### config.mk
export PLATFORM = sky130hd
export DESIGN_NAME = bram_sp_arb
export DESIGN_NICKNAME = d
export VERILOG_FILES = /design/src/rtl/bram_sp_arb.sv
export SDC_FILE = /design/constraint.sdc
export NUM_CORES = 1
export LEC_CHECK = 0
export ABC_AREA = 1
export CORE_UTILIZATION = 43
export DETAILED_ROUTE_END_ITERATION = 6
export GPL_TIMING_DRIVEN = 0
export HOLD_SLACK_MARGIN = 0.02
export PLACE_DENSITY = 0.85
export SKIP_LAST_GASP = 1
export SLEW_MARGIN = 40
export SYNTH_ARGS = -nofsm -noshare
export SYNTH_HDL_FRONTEND = slang
export SYNTH_SLANG_ARGS = --single-unit
### constraint.sdc
create_clock -name clk -period 1.86 [get_ports clk]
set_input_delay 0.372 -clock clk [delete_from_list [all_inputs] [get_ports clk]]
set_output_delay 0.372 -clock clk [all_outputs]
set_load 0.05 [all_outputs]
### src/rtl/bram_sp_arb.sv
// Two-requester round-robin arbiter in front of a single-port BRAM.
// Accepts one request per cycle, tracks reads through a 2-stage pipeline, and routes
// the read data back to the requester that issued the read, two cycles after acceptance.
module bram_sp_arb #(
  parameter int unsigned RAM_DATA_WIDTH = 32,
  parameter int unsigned RAM_ADDR_WIDTH = 4
) (
  input  logic                      clk,
  input  logic                      rst_n,
  // Requester A
  input  logic                      a_valid,
  input  logic                      a_wr,
  input  logic [RAM_ADDR_WIDTH-1:0] a_addr,
  input  logic [RAM_DATA_WIDTH-1:0] a_data,
  output logic                      a_ready,
  output logic                      a_rsp_valid,
  output logic [RAM_DATA_WIDTH-1:0] a_rsp_data,
  // Requester B
  input  logic                      b_valid,
  input  logic                      b_wr,
  input  logic [RAM_ADDR_WIDTH-1:0] b_addr,
  input  logic [RAM_DATA_WIDTH-1:0] b_data,
  output logic                      b_ready,
  output logic                      b_rsp_valid,
  output logic [RAM_DATA_WIDTH-1:0] b_rsp_data,
  // BRAM command / read data
  output logic                      ram_wr,
  output logic [RAM_ADDR_WIDTH-1:0] ram_addr,
  output logic [RAM_DATA_WIDTH-1:0] ram_din,
  input  logic [RAM_DATA_WIDTH-1:0] ram_dout,
  // Contention statistics
  output logic [15:0]               conflict_cnt
);

  localparam logic PortA = 1'b0;
  localparam logic PortB = 1'b1;

  // Arbitration state: port granted on the most recent transfer
  logic                      r_last_grant;

  // Read-tracking pipeline: valid bit plus owning port per stage
  logic                      r_p1_vld;
  logic                      r_p1_id;
  logic                      r_p2_vld;
  logic                      r_p2_id;

  // Response data and idle-cycle command hold registers
  logic [RAM_DATA_WIDTH-1:0] r_a_rsp_data;
  logic [RAM_DATA_WIDTH-1:0] r_b_rsp_data;
  logic [RAM_ADDR_WIDTH-1:0] r_addr_hold;
  logic [RAM_DATA_WIDTH-1:0] r_din_hold;
  logic [15:0]               r_conflict_cnt;

  // Grant / selected-command wires
  logic                      w_gnt_a;
  logic                      w_gnt_b;
  logic                      w_xfer;
  logic                      w_xfer_out;
  logic                      w_sel_wr;
  logic [RAM_ADDR_WIDTH-1:0] w_sel_addr;
  logic [RAM_DATA_WIDTH-1:0] w_sel_data;
  logic                      w_contend;

  // Round-robin grant: a lone requester wins, on contention the port not granted last wins
  always_comb begin
    w_contend  = a_valid & b_valid;
    w_gnt_a    = a_valid & (~b_valid | (r_last_grant == PortB));
    w_gnt_b    = b_valid & (~a_valid | (r_last_grant == PortA));
    w_xfer     = w_gnt_a | w_gnt_b;
    // Outputs are forced quiet while reset is held; state is already held by the async clear
    w_xfer_out = w_xfer & rst_n;
    w_sel_wr   = w_gnt_b ? b_wr   : a_wr;
    w_sel_addr = w_gnt_b ? b_addr : a_addr;
    w_sel_data = w_gnt_b ? b_data : a_data;
  end

  // BRAM command: pass the granted request through, otherwise replay the last one without a write
  always_comb begin
    a_ready  = w_gnt_a & rst_n;
    b_ready  = w_gnt_b & rst_n;
    ram_wr   = w_xfer_out & w_sel_wr;
    ram_addr = w_xfer_out ? w_sel_addr : r_addr_hold;
    ram_din  = w_xfer_out ? w_sel_data : r_din_hold;
  end

  // Last-grant tracking and command hold registers, updated on every transfer
  always_ff @(posedge clk or negedge rst_n) begin
    if (!rst_n) begin
      r_last_grant <= PortB;
      r_addr_hold  <= '0;
      r_din_hold   <= '0;
    end else if (w_xfer) begin
      r_last_grant <= w_gnt_b ? PortB : PortA;
      r_addr_hold  <= w_sel_addr;
      r_din_hold   <= w_sel_data;
    end
  end

  // Read pipeline: stage 1 lines up with the BRAM address sample, stage 2 with the response
  always_ff @(posedge clk or negedge rst_n) begin
    if (!rst_n) begin
      r_p1_vld <= 1'b0;
      r_p1_id  <= PortA;
      r_p2_vld <= 1'b0;
      r_p2_id  <= PortA;
    end else begin
      r_p1_vld <= w_xfer & ~w_sel_wr;
      r_p1_id  <= w_gnt_b ? PortB : PortA;
      r_p2_vld <= r_p1_vld;
      r_p2_id  <= r_p1_id;
    end
  end

  // Capture BRAM read data into the owning port's response register; hold otherwise
  always_ff @(posedge clk or negedge rst_n) begin
    if (!rst_n) begin
      r_a_rsp_data <= '0;
      r_b_rsp_data <= '0;
    end else if (r_p1_vld) begin
      if (r_p1_id == PortA) begin
        r_a_rsp_data <= ram_dout;
      end else begin
        r_b_rsp_data <= ram_dout;
      end
    end
  end

  // Saturating count of cycles where both requesters are valid
  always_ff @(posedge clk or negedge rst_n) begin
    if (!rst_n) begin
      r_conflict_cnt <= '0;
    end else if (w_contend && (r_conflict_cnt != 16'hFFFF)) begin
      r_conflict_cnt <= r_conflict_cnt + 16'd1;
    end
  end

  // Response outputs: stage 2 valid routed by port id
  always_comb begin
    a_rsp_valid  = r_p2_vld & (r_p2_id == PortA);
    b_rsp_valid  = r_p2_vld & (r_p2_id == PortB);
    a_rsp_data   = r_a_rsp_data;
    b_rsp_data   = r_b_rsp_data;
    conflict_cnt = r_conflict_cnt;
  end

endmodule
**Word-level counts from Yosys, hierarchy flattened**

Index checks and enable logic that the tools add are counted.

- Register bits after elaboration: 121
- Input port bits: 110
- Logic and storage cells: 40

- Add/sub/neg operators: 1
- Eq/ne operators: 1
- Muxes and demuxes: 6
- Bitwise logic cells: 19
- Reduce and logical (&&, ||, !) cells: 3

Operator list:

| cell | count |
|---|---|
| $mux W32 | 2 |
| $add A16 B1 Y16 const B | 1 |
| $ne A16 B16 Y1 const B | 1 |
| $and A1 B1 Y1 | 10 |
| $mux W4 | 2 |
| $not A1 Y1 | 6 |
| $reduce_and A2 Y1 | 2 |
| $or A1 B1 Y1 | 3 |
| $mux W1 | 2 |
| $logic_and A1 B1 Y1 | 1 |

**Longest topological paths before layout**

Gate-level depths: netlist of the first run.

- Depth after elaboration: 6
- Mapped depth: 10

**Worst setup path before layout of the first run**

OpenSTA, ideal clock, no wires.

- Kind: reg2out
- Start point: register r_last_grant
- End point: output port ram_din[10]
- Data arrival time: 2.141 ns
- Required time: 1.488 ns
- Setup slack: -0.653 ns
- Stages on the path, launching flop included: 7
- Path buffers: 1
- Cells stage by stage: dfstp_2 nand2_1 nand2_2 clkbuf_1 or2_2 o21ai_0 o21ai_0

- Cells in the longest elaborated chain, start to end: 6

RTL lines:

| what | RTL line | text |
|---|---|---|
| start, declared | 39 | `logic r_last_grant;` |
| start signal, assigned | 89 | `r_last_grant <= PortB;` |
| start signal, assigned | 93 | `r_last_grant <= w_gnt_b ? PortB : PortA;` |
| $not A1 Y1 | 68 | `w_gnt_b = b_valid & (~a_valid \| (r_last_grant == PortA));` |
| $or A1 B1 Y1 | 68 |  |
| $and A1 B1 Y1 | 68 |  |
| $or A1 B1 Y1 | 69 | `w_xfer = w_gnt_a \| w_gnt_b;` |
| $and A1 B1 Y1 | 71 | `w_xfer_out = w_xfer & rst_n;` |
| $mux W32 (*) | 83 | `ram_din = w_xfer_out ? w_sel_data : r_din_hold;` |
| end, declared | 29 | `output logic [RAM_DATA_WIDTH-1:0] ram_din,` |

Mark *: on every way between the ends. The rest lies on a longest branch, timed or not.

**Final worst setup path of the first run**

- Start point: register r_last_grant
- End point: output port ram_din[15]

The elaborated chain is that of the path after synthesis.

==> impl_results.md, run 1 <==
- Worst rel slew slack: 63.51%
- Post-DP HPWL: 12350 um
- Final core occ: 73.34%
- Worst setup margin: -0.4139 ns
- Clk root buf: clkbuf_16
- Yosys Warn Count: 0
- Vias per cell: 5.169
- Peak supply drop: 0.7138 mV
- Net count, final: 1053
- H-tree Lvls: 4
- CTS Buf Count: 17
- Least-Margin Pin Slew: 0.5496 ns
- Seq/Total Area, Yosys: 53.85%
- GR met1 Demand/Resource: 32.39%
- CORE AREA: 12670 um^2
- Initial antenna violation count: 0
- WP buf/inv: 3
- Mux cell area share after synthesis: 0.1779%
- GRT met2 Usage: 46.71%
- CP max FO: 6
- Crit-path most repeated cell: buf_6
- Congestion Overflow GR: 0
- Clock Latency Late Sink: 0.41 ns
- Inserted Diodes: 0
- Final Hold Viols: 56
- P&R area growth vs syn: 65.19%
- Pleak: 4.345 nW
- Syn_nets: 797
- Syn Inst Count: 686
- HP Class: input pin to asynchronous set/reset pin
- ANT nets after route: 0
- Status: finished, violations left
- IO Count: 231
- Die X: 116.4 um
- Buffers on Ports: 230
- Yosys reg bits: 121
- Fin crit share: 122.3%
- Pin count of the biggest net entering global routing: 66
- Clock Sinks: 121
- CP Launch Type: flip-flop
- Area leader, netlist: dfrtp_1
- Core Rows: 41
- Area of the mapped netlist: 5625 um^2
- Pins Over Slew Limit: 0
- DRT iter0 DRCs: 352
- Die area: 13540 um^2
- Minimum clock period: 2.274 ns
- Yosys top cell area share: 53.38%
- First-pass GRT wire length: 28160 um
- Register clock-pin slew on the reported worst setup and hold paths: 0.05 ns
- Total number of vias: 5825
- FILL cells: 943
- Worst path required time: 1.49 ns
- Netlist cell types: 29
- Final TNS setup: -13.69 ns
- DRC: 0
- TritonRoute pass-1 iters: 5
- Average cell area after synthesis: 8.200 um^2
- # setup viols final: 38
- Compound-Gate Fraction of Synth Area: 15.68%
- GRT Util Overall: 27.29%
- Layout cells sized above 1: 21.26%
- RePlAce Congestion: 0.8256
- Crit path max-delay cell type: dfstp_2
- WHS: -0.1653 ns
- Critical path arrival: 1.90 ns
- XOR/XNOR Fraction of Synth Area: 1.090%
- Max Cap Viol: 0
- Failing checks: hold timing, setup timing
- Gr busiest metal: met2
- Crit Path Category: flip-flop to primary output
- Skew final: 0.007370 ns
- Grt met3 use: 7.525%
- Vias in the first global route: 5593
- Register Area: 3029 um^2
- Largest stage delay, worst path: 0.54 ns
- Simple-gate area share of the yosys netlist: 22.44%
- Crit-path cells: nand2_2 > nand2_4 > buf_6 > buf_6 > or2_1 > o21ai_2 > o21ai_4 > buf_8
- RSZ-0062 raised after global routing: yes
- CTS tree: done
- Synth Area in Adders: 0.2224%
- Footprint of the multi-input gates: 2690 um^2
- Top cells by area, synth: dfrtp_1, o21ai_0, nand2_1
- Routed wire per std cell: 16.20 um
- Fmax: 439.8 MHz
- Crit path from: r_last_grant$_DFFE_PN1P_
- R2r startpoint: conflict_cnt[0]$_DFFE_PN0P_
- Critical path's top delay family: flip-flops
- Initial core utilization: 44.40%
- Max Root-Sink Buffers: 2
- Final WL: 18250 um
- Crit end category: primary output
- Largest family of logic cells by synthesized area: simple AND/OR/NAND/NOR gates
- DIE HEIGHT: 116.4 um
- Pwr dens: 1131 nW/um^2
## placed cells by master (no fill, tap or decap), drive strengths merged, types with 6 or more instances in the layout
master	netlist	routed
dfrtp	120	120
buf	13	61
nand2	217	217
or2	36	36
clkbuf	22	38
clkinv	0	6
dlygate4sd2	0	81
nand3	10	10
nand4	6	6
nor2	25	25
clkdlybuf4s50	0	106
o21ai	173	173
inv	51	53
## worst register-to-register path, cell delays in order, from the launching register on
cell      delay [ns]
dfrtp_1         0.46
ha_1            0.30
inv_1           0.06
nor2_1          0.10
nand2_1         0.10
nor2_2          0.17
nor2_2          0.09
clkbuf_8        0.17
nand2_1         0.07
nand2_1         0.05
## area by class of cell
cell class / count / area share [%]
buffer: 35 / 2.356
sequential: 121 / 32.60
clock buffer: 17 / 4.578
clock inverter: 15 / 1.885
multi-input combinational: 479 / 28.95
tap: 172 / 2.316
timing repair buffer: 237 / 25.23
inverter: 51 / 2.087
## metal layers
layer	up-vias	share of wire, %
met5	-	0
met4	0	2.9
met3	48	7.4
met2	244	51
met1	2803	39
li1	2730	-
## per-stage QoR
stage / setup slack [ns] / std cells / power, mW / instance area, um^2
after floorplan: -0.03464 / 686 / 5.770 / 5868
after global placement: -5.860 / 1088 / 7.178 / 8386
after detailed placement: -1.412 / 1089 / 7.261 / 8418
after CTS: -0.4216 / 1126 / 10.46 / 9107
after global routing: -0.4857 / 1127 / 10.94 / 9293
final: -0.4139 / 1127 / 10.51 / 9293
## cells by family after synthesis
group	count (synthesis)
xor gates and xnor gates	7
buffers and inverters	86
adders and majority gates	1
DFF	121
muxes	1
AOI/OAI and AO/OA	174
and+or+nand+nor	296
## state kept, by name, indices dropped and copies added (netlist names), 4 cells and up
name,count
r_addr_hold,4
a_rsp_data,32
conflict_cnt,16
b_rsp_data,32
r_din_hold,32
## path summary, 6_finish.rpt
| check | to | slack [ns] | cells after the start |
|---|---|---|---|
| min reg2reg | r_p2_vld$_DFF_PN0_ | 0.40 | 0 |
| min | b_rsp_data[8]$_DFFE_PN0P_ | -0.17 | 1 |
| max reg2reg | conflict_cnt[14]$_DFFE_PN0P_ | 0.18 | 9 |
| max in group asynchronous | conflict_cnt[6]$_DFFE_PN0P_ | 1.41 | 2 |
| min in group clk | r_p2_vld$_DFF_PN0_ | 0.40 | 0 |
| max | ram_din[15] | -0.41 | 8 |
## cells in the mapped netlist
cell / n
o21ai_1: 8
nand4_1: 6
nor2_1: 22
o21ai_2: 3
or2_1: 4
nand2_4: 1
buf_6: 3
clkbuf_8: 1
nand2_1: 213
or2_2: 29
inv_1: 48
ha_1: 1
or2_0: 3
nor2_4: 1
dfstp_2: 1
o21ai_0: 162
xnor2_1: 3
a21oi_1: 1
mux2i_1: 1
buf_2: 10
nand2_2: 3
xor2_1: 4
clkbuf_1: 21
inv_2: 3
nor2_2: 2
nand3b_1: 1
nand3_1: 10
dfrtp_1: 120
and2_1: 1
## power by group
| part | switching (mW) | leakage (nW) | internal [mW] |
|---|---|---|---|
| Combinational | 2.65 | 2.58 | 1.17 |
| Sequential | 0.290 | 1.48 | 3.08 |
| Clock | 1.22 | 0.285 | 2.10 |
| Total | 4.15 | 4.35 | 6.36 |
## timing repair
item,4_1_cts,5_1_grt
pin swaps,4,17
cloned,3,0
endpoints found under the setup margin,121,47
setup buffers,2,1
resized for setup,409,52
endpoints found under the hold margin,56,56
Power figures use the tool's default switching activity.
==> run 2: changes to the inputs <==
==> constraint.sdc (replaced) <==
create_clock -name clk -period 1.86 [get_ports clk]
set_input_delay 0.465 -clock clk [delete_from_list [all_inputs] [get_ports clk]]
set_output_delay 0.465 -clock clk [all_outputs]
set_load 0.05 [all_outputs]
==> run 2 against run 1 <==
  * The flow finishes with violations (setup timing)
  * Design area grew 4.1%
  * Sequential share of layout area shrank 1.3 points
  * Worst setup slack lost 0.11 ns
  * Non-clock buffer count grew 4
  * Cell count grew 0.27%
  * Via count shrank 1.5%
  * Clock-buffer cell count grew 5
  * Combinational power grew 4%
  * Total power grew 2.5%
  * Maximum frequency shrank 4.5%
  * First-iteration DRC count shrank 7.4%
  * Global-route usage grew 1.1 points
==> impl_results.md, run 2 (synthesized netlist as in run 1, its figures left out) <==
- Status: finished, violations left
- Failing checks: setup timing
- Non-filler cells, final: 1130 (+0.27%)
- RSZ-0062 raised after global routing: yes
- Die area: 13540 um^2 (unchanged)
- Final Hold Viols: 0 (-100%)
- Core Rows: 41 (unchanged)
- Clock Sinks: 121 (unchanged)
- Routed wl met2: 9582 um (+3.8%)
- Reg2Reg Capture Point: conflict_cnt[0]$_DFFE_PN0P_
- RePlAce Congestion: 0.8504 (+3.0%)
- Top Metal Used: met4
- Worst setup margin: -0.5217 ns (-0.1079 ns)
- WL met3: 1842 um (+37%)
- Initial antenna violation count: 1 (+1)
- TritonRoute pass-1 iters: 5 (unchanged)
- Max Root-Sink Buffers: 2 (unchanged)
- DP Cell Count: 1089 (unchanged)
- Layout cells sized above 1: 24.24% (+3.0 points)
- HP Class: input pin to asynchronous set/reset pin
- R2r startpoint: conflict_cnt[0]$_DFFE_PN0P_
- CP max FO: 5 (-1)
- Pin count of the biggest net entering global routing: 49 (-26%)
- Total number of vias: 5740 (-1.5%)
- IO Count: 231 (unchanged)
- First-pass GRT wire length: 28510 um (+1.3%)
- CTS tree: done
- P&R area growth vs syn: 71.89%
- Die X: 116.4 um (unchanged)
- Worst rel slew slack: 64.44% (+0.93 points)
- Congestion Overflow GR: 0 (unchanged)
- Final core occ: 76.31% (+3.0 points)
- Combinational share of power: 37.0% (+0.7 points)
- Initial core utilization: 44.40% (unchanged)
- Pleak: 4.426 nW (+1.9%)
- Peak supply drop: 0.6327 mV (-11%)
- DRT iter0 DRCs: 326 (-7.4%)
- # setup viols final: 38 (unchanged)
- CTS Buf Count: 17 (unchanged)
- CP Launch Type: flip-flop
- Clock Latency Late Sink: 0.42 ns (about the same)
- Clk root buf: clkbuf_16
- Internal: 6.609 mW (+4.0%)
- Most frequent cells in the layout: nand2_1, dfrtp_1, clkdlybuf4s50_1
- GRT Util Overall: 28.42% (+1.1 points)
- Flop pwr share: 31.3% (-0.8 points)
- Vias per cell: 5.080 (-1.7%)
- R2R cell count: 9 (unchanged)
- DRC: 0 (unchanged)
- Pwr dens: 1114 nW/um^2 (-1.5%)
- Clock Power Share: 31.7% (about the same)
- Register clock-pin slew on the reported worst setup and hold paths: 0.05 ns (about the same)
- Post-DP HPWL: 12840 um (+3.9%)
- Crit path from: r_last_grant$_DFFE_PN1P_
- Pins Over Slew Limit: 0 (unchanged)
- H-tree Lvls: 4 (unchanged)
- Buffers on Ports: 230 (unchanged)
- CORE AREA: 12670 um^2 (unchanged)
- Vias in the first global route: 5638 (+0.80%)
- Crit end category: primary output
- Commonest non-fill, non-tap cell in the layout: nand2_1
- ANT nets after route: 0 (unchanged)
- Critical path arrival: 1.92 ns (+0.02 ns)
- Fin crit share: 128.1% (+5.8 points)
- Max Cap Viol: 0 (unchanged)
- Final WL: 19120 um (+4.7%)
- Worst path required time: 1.39 ns (-0.10 ns)
- DIE HEIGHT: 116.4 um (unchanged)
- Net count, final: 1057 (+0.38%)
- P_sw: 4.161 mW (+0.15%)
- Flop-to-flop setup slack: 0.14 ns (-0.04 ns)
- Sw Ratio: 38.64% (-0.89 points)
- Crit Path Category: flip-flop to primary output
- Routed wire per std cell: 16.92 um (+4.5%)
- Met1 WL: 7093 um (-0.82%)
- Minimum clock period: 2.382 ns (+0.1079 ns)
- Skew final: 0.008395 ns (+0.001025 ns)
- Fmax: 419.9 MHz (-4.5%)
- Least-Margin Pin Slew: 0.5334 ns (-0.01616 ns)
[run 2: changes by cell type in the layout (fill, tap and decap cells not counted), sizes merged]
cell,change
diode,+1
dlygate4sd2,-15
inv,-2
clkdlybuf4s15,+7
clkinv,-2
bufbuf,+2
clkinvlp,-3
clkbuf,+12
buf,+3
[run 2: layout make-up]
class                           count  area (um^2)
Clock buffer                       22        494.2
Clock inverter                      8        117.6
Inverter                           51        193.9
Buffer                             35        236.5
Antenna cell                        1        2.502
Fill cell                         864         3002
Sequential cell                   121         3030
Tap cell                          172        215.2
Timing Repair Buffer              241         2467
Multi-Input combinational cell    479         2912
[run 2: how the worst max path moves through the flow]
stage | end | slack (ns) | depth (start not counted)
after floorplan | ram_din[10] | -0.06 | 6
after global placement | ram_din[4] | -6.22 | 5
after detailed placement | ram_din[28] | -1.55 | 8
after CTS | ram_din[21] | -0.52 | 8
after global routing | ram_din[3] | -0.58 | 8
final | ram_din[3] | -0.52 | 8
[run 2: worst max-delay path: stages (launching register included)]
cell,delay (ns)
dfstp_2,0.54
nand2_2,0.06
nand2_4,0.11
buf_4,0.13
buf_6,0.10
or2_2,0.13
o21ai_4,0.07
o21ai_4,0.16
buf_6,0.18
[run 2: metrics by stage]
step / worst slack, ns / area, um^2 / setup TNS (ns) / power [mW] / hold slack (ns)
after floorplan: -0.06285 / 6046 / -0.2457 / 5.852 / 0.1694
after global placement: -6.219 / 8563 / -785.56 / 7.272 / 0.3811
after detailed placement: -1.551 / 8596 / -67.57 / 7.350 / 0.3858
after CTS: -0.5174 / 9490 / -17.58 / 10.70 / 0.02586
after global routing: -0.5809 / 9669 / -19.84 / 11.19 / 0.02828
final: -0.5217 / 9669 / -17.29 / 10.77 / 0.01683
[run 2: power groups by stage]
| stage | registers, mW | clock network, mW | logic [mW] |
|---|---|---|---|
| after detailed placement | 3.41 | 0 | 3.94 |
| after global placement | 3.39 | 0 | 3.88 |
| after floorplan | 4.59 | 0 | 1.26 |
| final | 3.37 | 3.42 | 3.98 |
| after global routing | 3.42 | 3.58 | 4.19 |
| after CTS | 3.36 | 3.44 | 3.89 |
[run 2: routing by layer]
metal | GRT usage, % | vias to the layer above
met3 | 10.53 | 43
li1 | - | 2732
met4 | 15.13 | 0
met1 | 31.32 | 2711
met2 | 47.77 | 254
met5 | 0 | -
[run 2: what timing repair did]
action | in CTS | in global routing
hold buffers | 2 | 0
gates resized for setup | 443 | 57
pin swaps | 13 | 8
endpoints found under the setup margin | 121 | 51
setup buffers | 4 | 0
hold endpoints to repair | 48 | 0
cloned | 4 | 0
